===== src/rtl/peripheral_wb2sram_bridge.sv =====
// Wishbone B3 registered-feedback slave that maps classic and burst cycles
// onto a single-port synchronous SRAM with one cycle of read latency.
module peripheral_wb2sram_bridge #(
   parameter int unsigned AW     = 32,
   parameter int unsigned DW     = 32,
   parameter int unsigned MEM_AW = 10
) (
   input  logic              wb_clk_i,
   input  logic              wb_rst_i,
   input  logic [AW-1:0]     wb_adr_i,
   input  logic [DW-1:0]     wb_dat_i,
   input  logic [DW/8-1:0]   wb_sel_i,
   input  logic              wb_we_i,
   input  logic              wb_cyc_i,
   input  logic              wb_stb_i,
   input  logic [2:0]        wb_cti_i,
   input  logic [1:0]        wb_bte_i,
   output logic [DW-1:0]     wb_dat_o,
   output logic              wb_ack_o,
   output logic              wb_err_o,
   output logic [MEM_AW-1:0] sram_addr_o,
   output logic              sram_we_o,
   output logic [DW/8-1:0]   sram_be_o,
   output logic [DW-1:0]     sram_din_o,
   input  logic [DW-1:0]     sram_dout_i
);

   localparam int unsigned SW = DW / 8;
   localparam int unsigned SH = (SW > 1) ? $clog2(SW) : 0;

   typedef enum logic [2:0] {
      S_IDLE  = 3'd0,
      S_ACK   = 3'd1,
      S_BURST = 3'd2,
      S_STALL = 3'd3,
      S_ERR   = 3'd4
   } state_t;

   state_t            state, state_nxt;
   logic [MEM_AW-1:0] cur;
   logic [MEM_AW-1:0] nxt;
   logic [MEM_AW-1:0] wadr;
   logic [MEM_AW-1:0] wrap_mask;
   logic              req;
   logic              burst_cti;
   logic              unused_adr;

   assign wadr       = wb_adr_i[MEM_AW+SH-1:SH];
   assign req        = wb_cyc_i & wb_stb_i;
   assign burst_cti  = (wb_cti_i == 3'b001) || (wb_cti_i == 3'b010);
   // Upper and byte-lane address bits carry no meaning for the SRAM.
   assign unused_adr = ^wb_adr_i;

   // Next-beat address: linear or wrapped increment inside an aligned block.
   always_comb begin
      wrap_mask = '0;
      nxt       = cur;
      if (wb_cti_i == 3'b010) begin
         case (wb_bte_i)
            2'd1:    wrap_mask = MEM_AW'(4'h3);
            2'd2:    wrap_mask = MEM_AW'(4'h7);
            2'd3:    wrap_mask = MEM_AW'(4'hF);
            default: wrap_mask = '1;
         endcase
         nxt = (cur & ~wrap_mask) | ((cur + MEM_AW'(1)) & wrap_mask);
      end
   end

   // State register.
   always_ff @(posedge wb_clk_i) begin
      if (wb_rst_i) state <= S_IDLE;
      else          state <= state_nxt;
   end

   // Beat address register: loaded at cycle start, advanced on burst beats.
   always_ff @(posedge wb_clk_i) begin
      if (wb_rst_i) begin
         cur <= '0;
      end else if (state == S_IDLE && req) begin
         if (wb_cti_i == 3'b000 || wb_cti_i == 3'b111 || burst_cti) cur <= wadr;
      end else if (state == S_BURST && req && burst_cti) begin
         cur <= nxt;
      end
   end

   // Next-state logic.
   always_comb begin
      state_nxt = state;
      case (state)
         S_IDLE: begin
            if (req) begin
               case (wb_cti_i)
                  3'b000, 3'b111: state_nxt = S_ACK;
                  3'b001, 3'b010: state_nxt = S_BURST;
                  default:        state_nxt = S_ERR;
               endcase
            end
         end
         S_ACK:   state_nxt = S_IDLE;
         S_ERR:   state_nxt = S_IDLE;
         S_BURST: begin
            if (!wb_cyc_i)      state_nxt = S_IDLE;
            else if (!wb_stb_i) state_nxt = S_STALL;
            else if (burst_cti) state_nxt = S_BURST;
            else                state_nxt = S_IDLE;
         end
         S_STALL: begin
            if (!wb_cyc_i)     state_nxt = S_IDLE;
            else if (wb_stb_i) state_nxt = S_BURST;
            else               state_nxt = S_STALL;
         end
         default: state_nxt = S_IDLE;
      endcase
   end

   // Bus and SRAM outputs; reset forces all strobes low in the same cycle.
   always_comb begin
      wb_ack_o    = 1'b0;
      wb_err_o    = 1'b0;
      sram_addr_o = '0;
      case (state)
         S_IDLE:  sram_addr_o = wadr;
         S_ACK: begin
            sram_addr_o = cur;
            wb_ack_o    = req;
         end
         S_BURST: begin
            sram_addr_o = wb_we_i ? cur : nxt;
            wb_ack_o    = req;
         end
         S_STALL: sram_addr_o = cur;
         S_ERR:   wb_err_o = req;
         default: sram_addr_o = '0;
      endcase
      if (wb_rst_i) begin
         wb_ack_o = 1'b0;
         wb_err_o = 1'b0;
      end
      sram_we_o  = wb_ack_o & wb_we_i;
      sram_be_o  = wb_sel_i;
      sram_din_o = wb_dat_i;
      wb_dat_o   = wb_ack_o ? sram_dout_i : '0;
   end

endmodule


===== config.mk =====
export PLATFORM = sky130hd
export DESIGN_NAME = peripheral_wb2sram_bridge
export DESIGN_NICKNAME = d
export VERILOG_FILES = /design/src/rtl/peripheral_wb2sram_bridge.sv
export SDC_FILE = /design/constraint.sdc
export NUM_CORES = 1
export LEC_CHECK = 0
export ABC_AREA = 1
export BUFFER_PORTS_ARGS = -buffer_cell sky130_fd_sc_hd__buf_2
export CORE_MARGIN = 10
export CORE_UTILIZATION = 29
export DETAILED_ROUTE_END_ITERATION = 10
export HOLD_SLACK_MARGIN = 0.03
export PLACE_DENSITY = 0.73
export SYNTH_ARGS = -nofsm -noshare
export SYNTH_HDL_FRONTEND = slang
export SYNTH_SLANG_ARGS = --single-unit
export TNS_END_PERCENT = 50

===== constraint.sdc =====
create_clock -name wb_clk_i -period 1.5 [get_ports wb_clk_i]
set_input_delay 0.075 -clock wb_clk_i [delete_from_list [all_inputs] [get_ports wb_clk_i]]
set_output_delay 0.075 -clock wb_clk_i [all_outputs]
set_load 0.05 [all_outputs]

Word level (Yosys, flattened, before mapping). Index checks and enable logic that the tools add are counted.

Reduce and logical (&&, ||, !) cells: 14. Muxes and demuxes: 21. Equality and inequality tests: 12. $add $sub $neg: 1. Bitwise gates (word level): 6.

Operator list (count): 2-to-1 mux 10 bit (6); case mux 10 bit (3 select lines) (2); 2-to-1 mux 32 bit (1); bitwise AND 10 bit (2); adder 10 x 1 -> 10 bit, second input constant (1); NOT 10 bit (1); bitwise OR 10 bit (1); equality test 3 x 2 -> 1 bit, second input constant (3); case mux 3 bit (3 select lines) (1); 2-to-1 mux 2 bit (4); OR reduction 2 bit (4); equality test 3 x 1 -> 1 bit, second input constant (2); equality test 3 bit, second input constant (2); logical NOT 3 bit (2); case mux 3 bit (2 select lines) (1); 2-to-1 mux 1 bit (5); equality test 2 bit, second input constant (2); logical AND 1 bit (3); logical OR 1 bit (3); 2-to-1 mux 3 bit (1); bitwise AND 1 bit (2); equality test 2 x 1 -> 1 bit, second input constant (1); inequality test 2 x 1 -> 1 bit, second input constant (1); inequality test 2 bit, second input constant (1); 2 further kinds (2).

Logic and storage cells: 56. Register bits after elaboration: 13. Bits of input ports: 110. Output and inout bits: 81.

Longest topological paths before layout.
Depth after elaboration: 9. Depth in mapped cells: 10. Gate-level depth less buffers: 10.

Worst setup path before layout. Ideal clock, no wire load.

Path kind: register to output. Start: register state[0]. End: output port wb_dat_o[22]. Required time: 1.425 ns. Slack: -0.268 ns. Buffers on the path: 1. Data arrival time: 1.693 ns. Cell stages (with the launch flop): 8. Cell sequence: dfxtp_1 -> inv_1 -> nor2_4 -> inv_2 -> o21ai_2 -> nand3_2 -> buf_4 -> nor2_1.

Cells in the longest elaborated chain, start to end: 5. Elaborated cells on any way between the ends: 6. Classes of those cells: eq/ne: 2; mux: 3; reduce/logical: 1.

Ends and longest elaborated chain: start: declaration (RTL line 39) `state_t state, state_nxt;`; start signal: assignment (RTL line 72) `else state <= state_nxt;`; equality test 3 x 2 -> 1 bit or equality test 3 x 1 -> 1 bit (tied branches) (RTL line 121) `case (state)`; OR reduction 2 bit (no line) (*); 2-to-1 mux 1 bit (*) (RTL line 121); 2-to-1 mux 1 bit (*) (RTL line 135) `if (wb_rst_i) begin`; 2-to-1 mux 32 bit (*) (RTL line 142) `wb_dat_o = wb_ack_o ? sram_dout_i : '0;`; end: declaration (RTL line 18) `output logic [DW-1:0] wb_dat_o,`.

Every way passes the cells marked *; elsewhere a longest branch is shown, timed or not.

Worst setup path in the final report.
Start: register state[0]. End: output port wb_dat_o[10].

The elaborated chain is that of the path after synthesis.

==> metrics.txt <==
# TYPE chip_impl_metric gauge
chip_impl_metric{name="numClockSinks",unit=""} 13
chip_impl_metric{name="vdd.ir_drop.worst",unit="mV"} 0.393
chip_impl_info{name="synth-main-ff-cell",value="dfxtp_1"} 1
chip_impl_metric{name="antenna_found_initial",unit=""} 0
chip_impl_info{name="worst_path_max_delay_cell",value="dfxtp_2"} 1
chip_impl_metric{name="post_route_cells_drive_above_1_share",unit=""} 0.448
chip_impl_metric{name="final_count_of_hold_timing_violations",unit=""} 0
chip_impl_info{name="failed_checks",value="negative setup slack"} 1
chip_impl_metric{name="tritoncts.num_buffers",unit=""} 3
chip_impl_metric{name="finish.cell_count_without_fillers",unit=""} 532
chip_impl_metric{name="insertedDiodeCount",unit=""} 0
chip_impl_metric{name="power.static_leakage",unit="nW"} 1.71
chip_impl_metric{name="timing.final.max_slew_violations",unit=""} 0
chip_impl_metric{name="cts_h_tree_lvls",unit=""} 1
chip_impl_metric{name="pre_cts_slack",unit="ps"} -66.4
chip_impl_metric{name="port_buffers",unit=""} 96
chip_impl_metric{name="grt_util_met3",unit=""} 0.0283
chip_impl_metric{name="grt_use_met2",unit=""} 0.247
chip_impl_metric{name="synth_cells",unit=""} 362
chip_impl_metric{name="floorplan.core_area",unit="um^2"} 6420
chip_impl_metric{name="power.internal",unit="uW"} 849
chip_impl_metric{name="cts_buffer_depth",unit=""} 2
chip_impl_metric{name="slew_headroom",unit=""} 0.683
chip_impl_metric{name="drv.max_cap_violation_count",unit=""} 0
chip_impl_info{name="run_status",value="finished, violations left"} 1
chip_impl_metric{name="mappedNetlistArea",unit="um^2"} 1950
chip_impl_metric{name="num_io_pins",unit=""} 191
chip_impl_metric{name="routed_wire_length_per_instance",unit="um"} 14.1
chip_impl_info{name="critical_path.startpoint_type",value="flip-flop"} 1
chip_impl_metric{name="final_nets",unit=""} 569
chip_impl_metric{name="rows",unit=""} 29
chip_impl_metric{name="setup_violation_total_in_the_final_timing_report",unit=""} 44
chip_impl_metric{name="clk-insertion-delay-late",unit="ps"} 250
chip_impl_metric{name="fin_ws",unit="ps"} -228
chip_impl_metric{name="crit_arrival",unit="ps"} 1650
chip_impl_metric{name="switching_share",unit=""} 0.424
chip_impl_metric{name="postSynthRegisterBits",unit=""} 13
chip_impl_metric{name="count_of_distinct_cell_types_in_the_synthesized_netlist",unit=""} 28
chip_impl_metric{name="clkSlewWorstSetupHoldPaths",unit="ps"} 70
chip_impl_info{name="min-delay-path-class",value="primary input to flip-flop"} 1
chip_impl_metric{name="dpl_cell_area",unit="um^2"} 2570
chip_impl_metric{name="post_synth.cell_area_avg",unit="um^2"} 5.37
chip_impl_metric{name="initial_utilization",unit=""} 0.303
chip_impl_metric{name="net-switching-power",unit="uW"} 624
chip_impl_metric{name="placedCellCount",unit=""} 516
chip_impl_metric{name="clockPowerShare",unit=""} 0.226
chip_impl_metric{name="final_area",unit="um^2"} 3270
chip_impl_metric{name="final_util",unit=""} 0.508
chip_impl_metric{name="synthesis.nets",unit=""} 475
chip_impl_info{name="grt-busiest-layer",value="met2"} 1
chip_impl_metric{name="routed-via-count",unit=""} 2511
chip_impl_metric{name="ant_nets",unit=""} 0
chip_impl_info{name="crit_type",value="flip-flop to output pin"} 1
chip_impl_metric{name="critical-path-max-stage-delay",unit="ps"} 350
chip_impl_info{name="critical_path_cell_sequence",value="inv_2 -> nor2_4 -> inv_2 -> o21ai_2 -> nand3_4 -> buf_12 -> clkbuf_16 -> nor2_4 -> buf_6"} 1
chip_impl_metric{name="grt_use_total",unit=""} 0.129
chip_impl_metric{name="synth_edf_count",unit=""} 0
chip_impl_metric{name="dr.pass1.iters",unit=""} 4
chip_impl_metric{name="drt_first_iter_violations",unit=""} 87
chip_impl_metric{name="final.hold.worst_slack",unit="ps"} 147
chip_impl_info{name="cts_tree",value="built"} 1
chip_impl_metric{name="fp.dieH",unit="um"} 102
chip_impl_metric{name="critPathRequiredTime",unit="ps"} 1420
chip_impl_metric{name="finalWeightedCongestion",unit=""} 0.866
chip_impl_metric{name="global_route.overflow_total",unit=""} 0
chip_impl_metric{name="remaining_drc_errors",unit=""} 0
chip_impl_metric{name="avgViaCountPerCell",unit=""} 4.72
chip_impl_metric{name="grt_first_pass_wirelength",unit="um"} 11100
chip_impl_metric{name="detailed_place_hpwl",unit="um"} 5380
chip_impl_metric{name="timing.fmax",unit="MHz"} 579
chip_impl_info{name="rsz0062_at_grt",value="yes"} 1
chip_impl_info{name="clk_root_buffer_cell",value="clkbuf_8"} 1
chip_impl_metric{name="totalWireLength",unit="um"} 7520
chip_impl_metric{name="seq_power_share",unit=""} 0.264
chip_impl_metric{name="power_consumption",unit="mW"} 1.47
chip_impl_metric{name="post-route-period-util",unit=""} 1.15
chip_impl_metric{name="finClkSkew",unit="ps"} 7.73
chip_impl_metric{name="final.setup.tns",unit="ps"} -7570
chip_impl_metric{name="yosysWarnings",unit=""} 0
chip_impl_metric{name="combinationalPowerShare",unit=""} 0.510
chip_impl_metric{name="synthArstFlopShare",unit=""} 0
chip_impl_metric{name="first_global_vias",unit=""} 2438
chip_impl_metric{name="crit_path_max_fanout",unit=""} 7
chip_impl_metric{name="synth-seq-area-share",unit=""} 0.134
chip_impl_info{name="endpoint_kind",value="output pin"} 1
chip_impl_metric{name="grt_util_met1",unit=""} 0.134
chip_impl_metric{name="die_w",unit="um"} 102
chip_impl_metric{name="period_minus_slack",unit="ps"} 1730
chip_impl_metric{name="die_area",unit="um^2"} 10400
chip_impl_metric{name="worstMarginPinSlew",unit="ps"} 476
chip_impl_metric{name="powerDensity",unit="nW/um^2"} 451
chip_impl_metric{name="grt_max_degree",unit=""} 15
chip_impl_metric{name="area.growth.synth_to_final",unit="%"} 67.8
-- metal layers --
| metal | wire length (um) | part of all wire | vias up |
|---|---|---|---|
| met5 | 0 | 0 | - |
| met4 | 138 | 0.018 | 0 |
| met3 | 696 | 0.093 | 16 |
| met2 | 3890 | 0.52 | 114 |
| met1 | 2790 | 0.37 | 1135 |
| li1 | - | - | 1246 |
-- synth_stat cells, types with 2 or more instances --
cell / number / area [um^2]
nand3_2: 2 / 20.0
o21ai_0: 5 / 25.0
nand3_1: 27 / 135
nand2_4: 4 / 45.0
buf_4: 39 / 293
ha_1: 3 / 37.5
o22ai_1: 4 / 25.0
inv_1: 64 / 240
o21ai_1: 4 / 20.0
nor2_1: 66 / 248
clkbuf_1: 3 / 11.3
a21oi_1: 18 / 90.1
nor2_2: 3 / 18.8
dfxtp_1: 13 / 260
inv_2: 5 / 18.8
nand2_1: 85 / 319
nand4_1: 5 / 31.3
buf_6: 2 / 22.5
-- layout by cell type (no fill, tap or decap), types with 2 or more instances in the layout --
cell type | synthesis | layout
nor2_1 | 66 | 30
nor2_2 | 3 | 6
dfxtp_2 | 0 | 5
nand2_1 | 85 | 82
buf_6 | 2 | 36
nand2_4 | 4 | 3
buf_2 | 1 | 52
o22ai_1 | 4 | 4
ha_1 | 3 | 2
buf_4 | 39 | 28
nor2_4 | 1 | 34
clkbuf_8 | 0 | 3
inv_2 | 5 | 5
o21ai_1 | 4 | 5
a21oi_1 | 18 | 18
nand3_2 | 2 | 2
nand2_2 | 1 | 4
buf_12 | 0 | 4
nand4_1 | 5 | 5
buf_8 | 0 | 10
dfxtp_1 | 13 | 6
buf_16 | 0 | 2
inv_1 | 64 | 63
nand3_1 | 27 | 26
o21ai_0 | 5 | 4
dfxtp_4 | 0 | 2
-- registers in the layout, summed over array words and instances (netlist names) --
signal and count:
cur 10, state 3
-- power by group through the flow --
stage | combinational (mW) | clock (mW) | sequential [mW]
after global placement | 0.627 | 0 | 0.392
after detailed placement | 0.639 | 0 | 0.393
final | 0.751 | 0.333 | 0.389
after CTS | 0.721 | 0.334 | 0.388
after global routing | 0.816 | 0.346 | 0.391
after floorplan | 0.673 | 0 | 0.397
-- cell type report --
type,instances,area (um^2)
Sequential cell,13,274
Inverter,69,262
Tap cell,77,96.3
Timing Repair Buffer,134,1200
Fill cell,622,3160
Multi-Input combinational cell,235,1390
Clock buffer,3,41.3
Clock inverter,1,5.00
-- critical path: cells and delay by family (launching register included) --
kind	cells	cell delay (ps)
flip-flops	1	350
AO/OA/AOI/OAI	1	170
buffers and inverters	5	600
AND/OR/NAND/NOR	3	300
-- worst paths after layout --
path	endpoint	depth (start not counted)	from	slack [ps]
setup reg to reg	cur[4]$_SDFFE_PP0P_	9	cur[0]$_SDFFE_PP0P_	30
setup / recovery	wb_dat_o[10]	9	state[0]$_SDFFE_PP0P_	-230
hold reg to reg	state[1]$_SDFFE_PP0P_	2	state[0]$_SDFFE_PP0P_	600
hold / removal	cur[2]$_SDFFE_PP0P_	5	wb_adr_i[4]	150
-- kinds of logic after synthesis --
kind of cell	share of synthesized area
AOI/OAI and AO/OA	0.0907
xor gates and xnor gates	0.00450
adders and majority gates	0.0193
buffers and inverters	0.304
DFF	0.134
and+or+nand+nor	0.448
-- repair_timing --
action | in CTS | in global routing
buffers inserted | 3 | 5
endpoints found under the hold margin | 1 | 0
hold buffers | 1 | 0
gates resized for setup | 117 | 28
cloned | 2 | 1
endpoints found under the setup margin | 44 | 50
pin swaps | 5 | 9
Power figures use the tool's default switching activity.
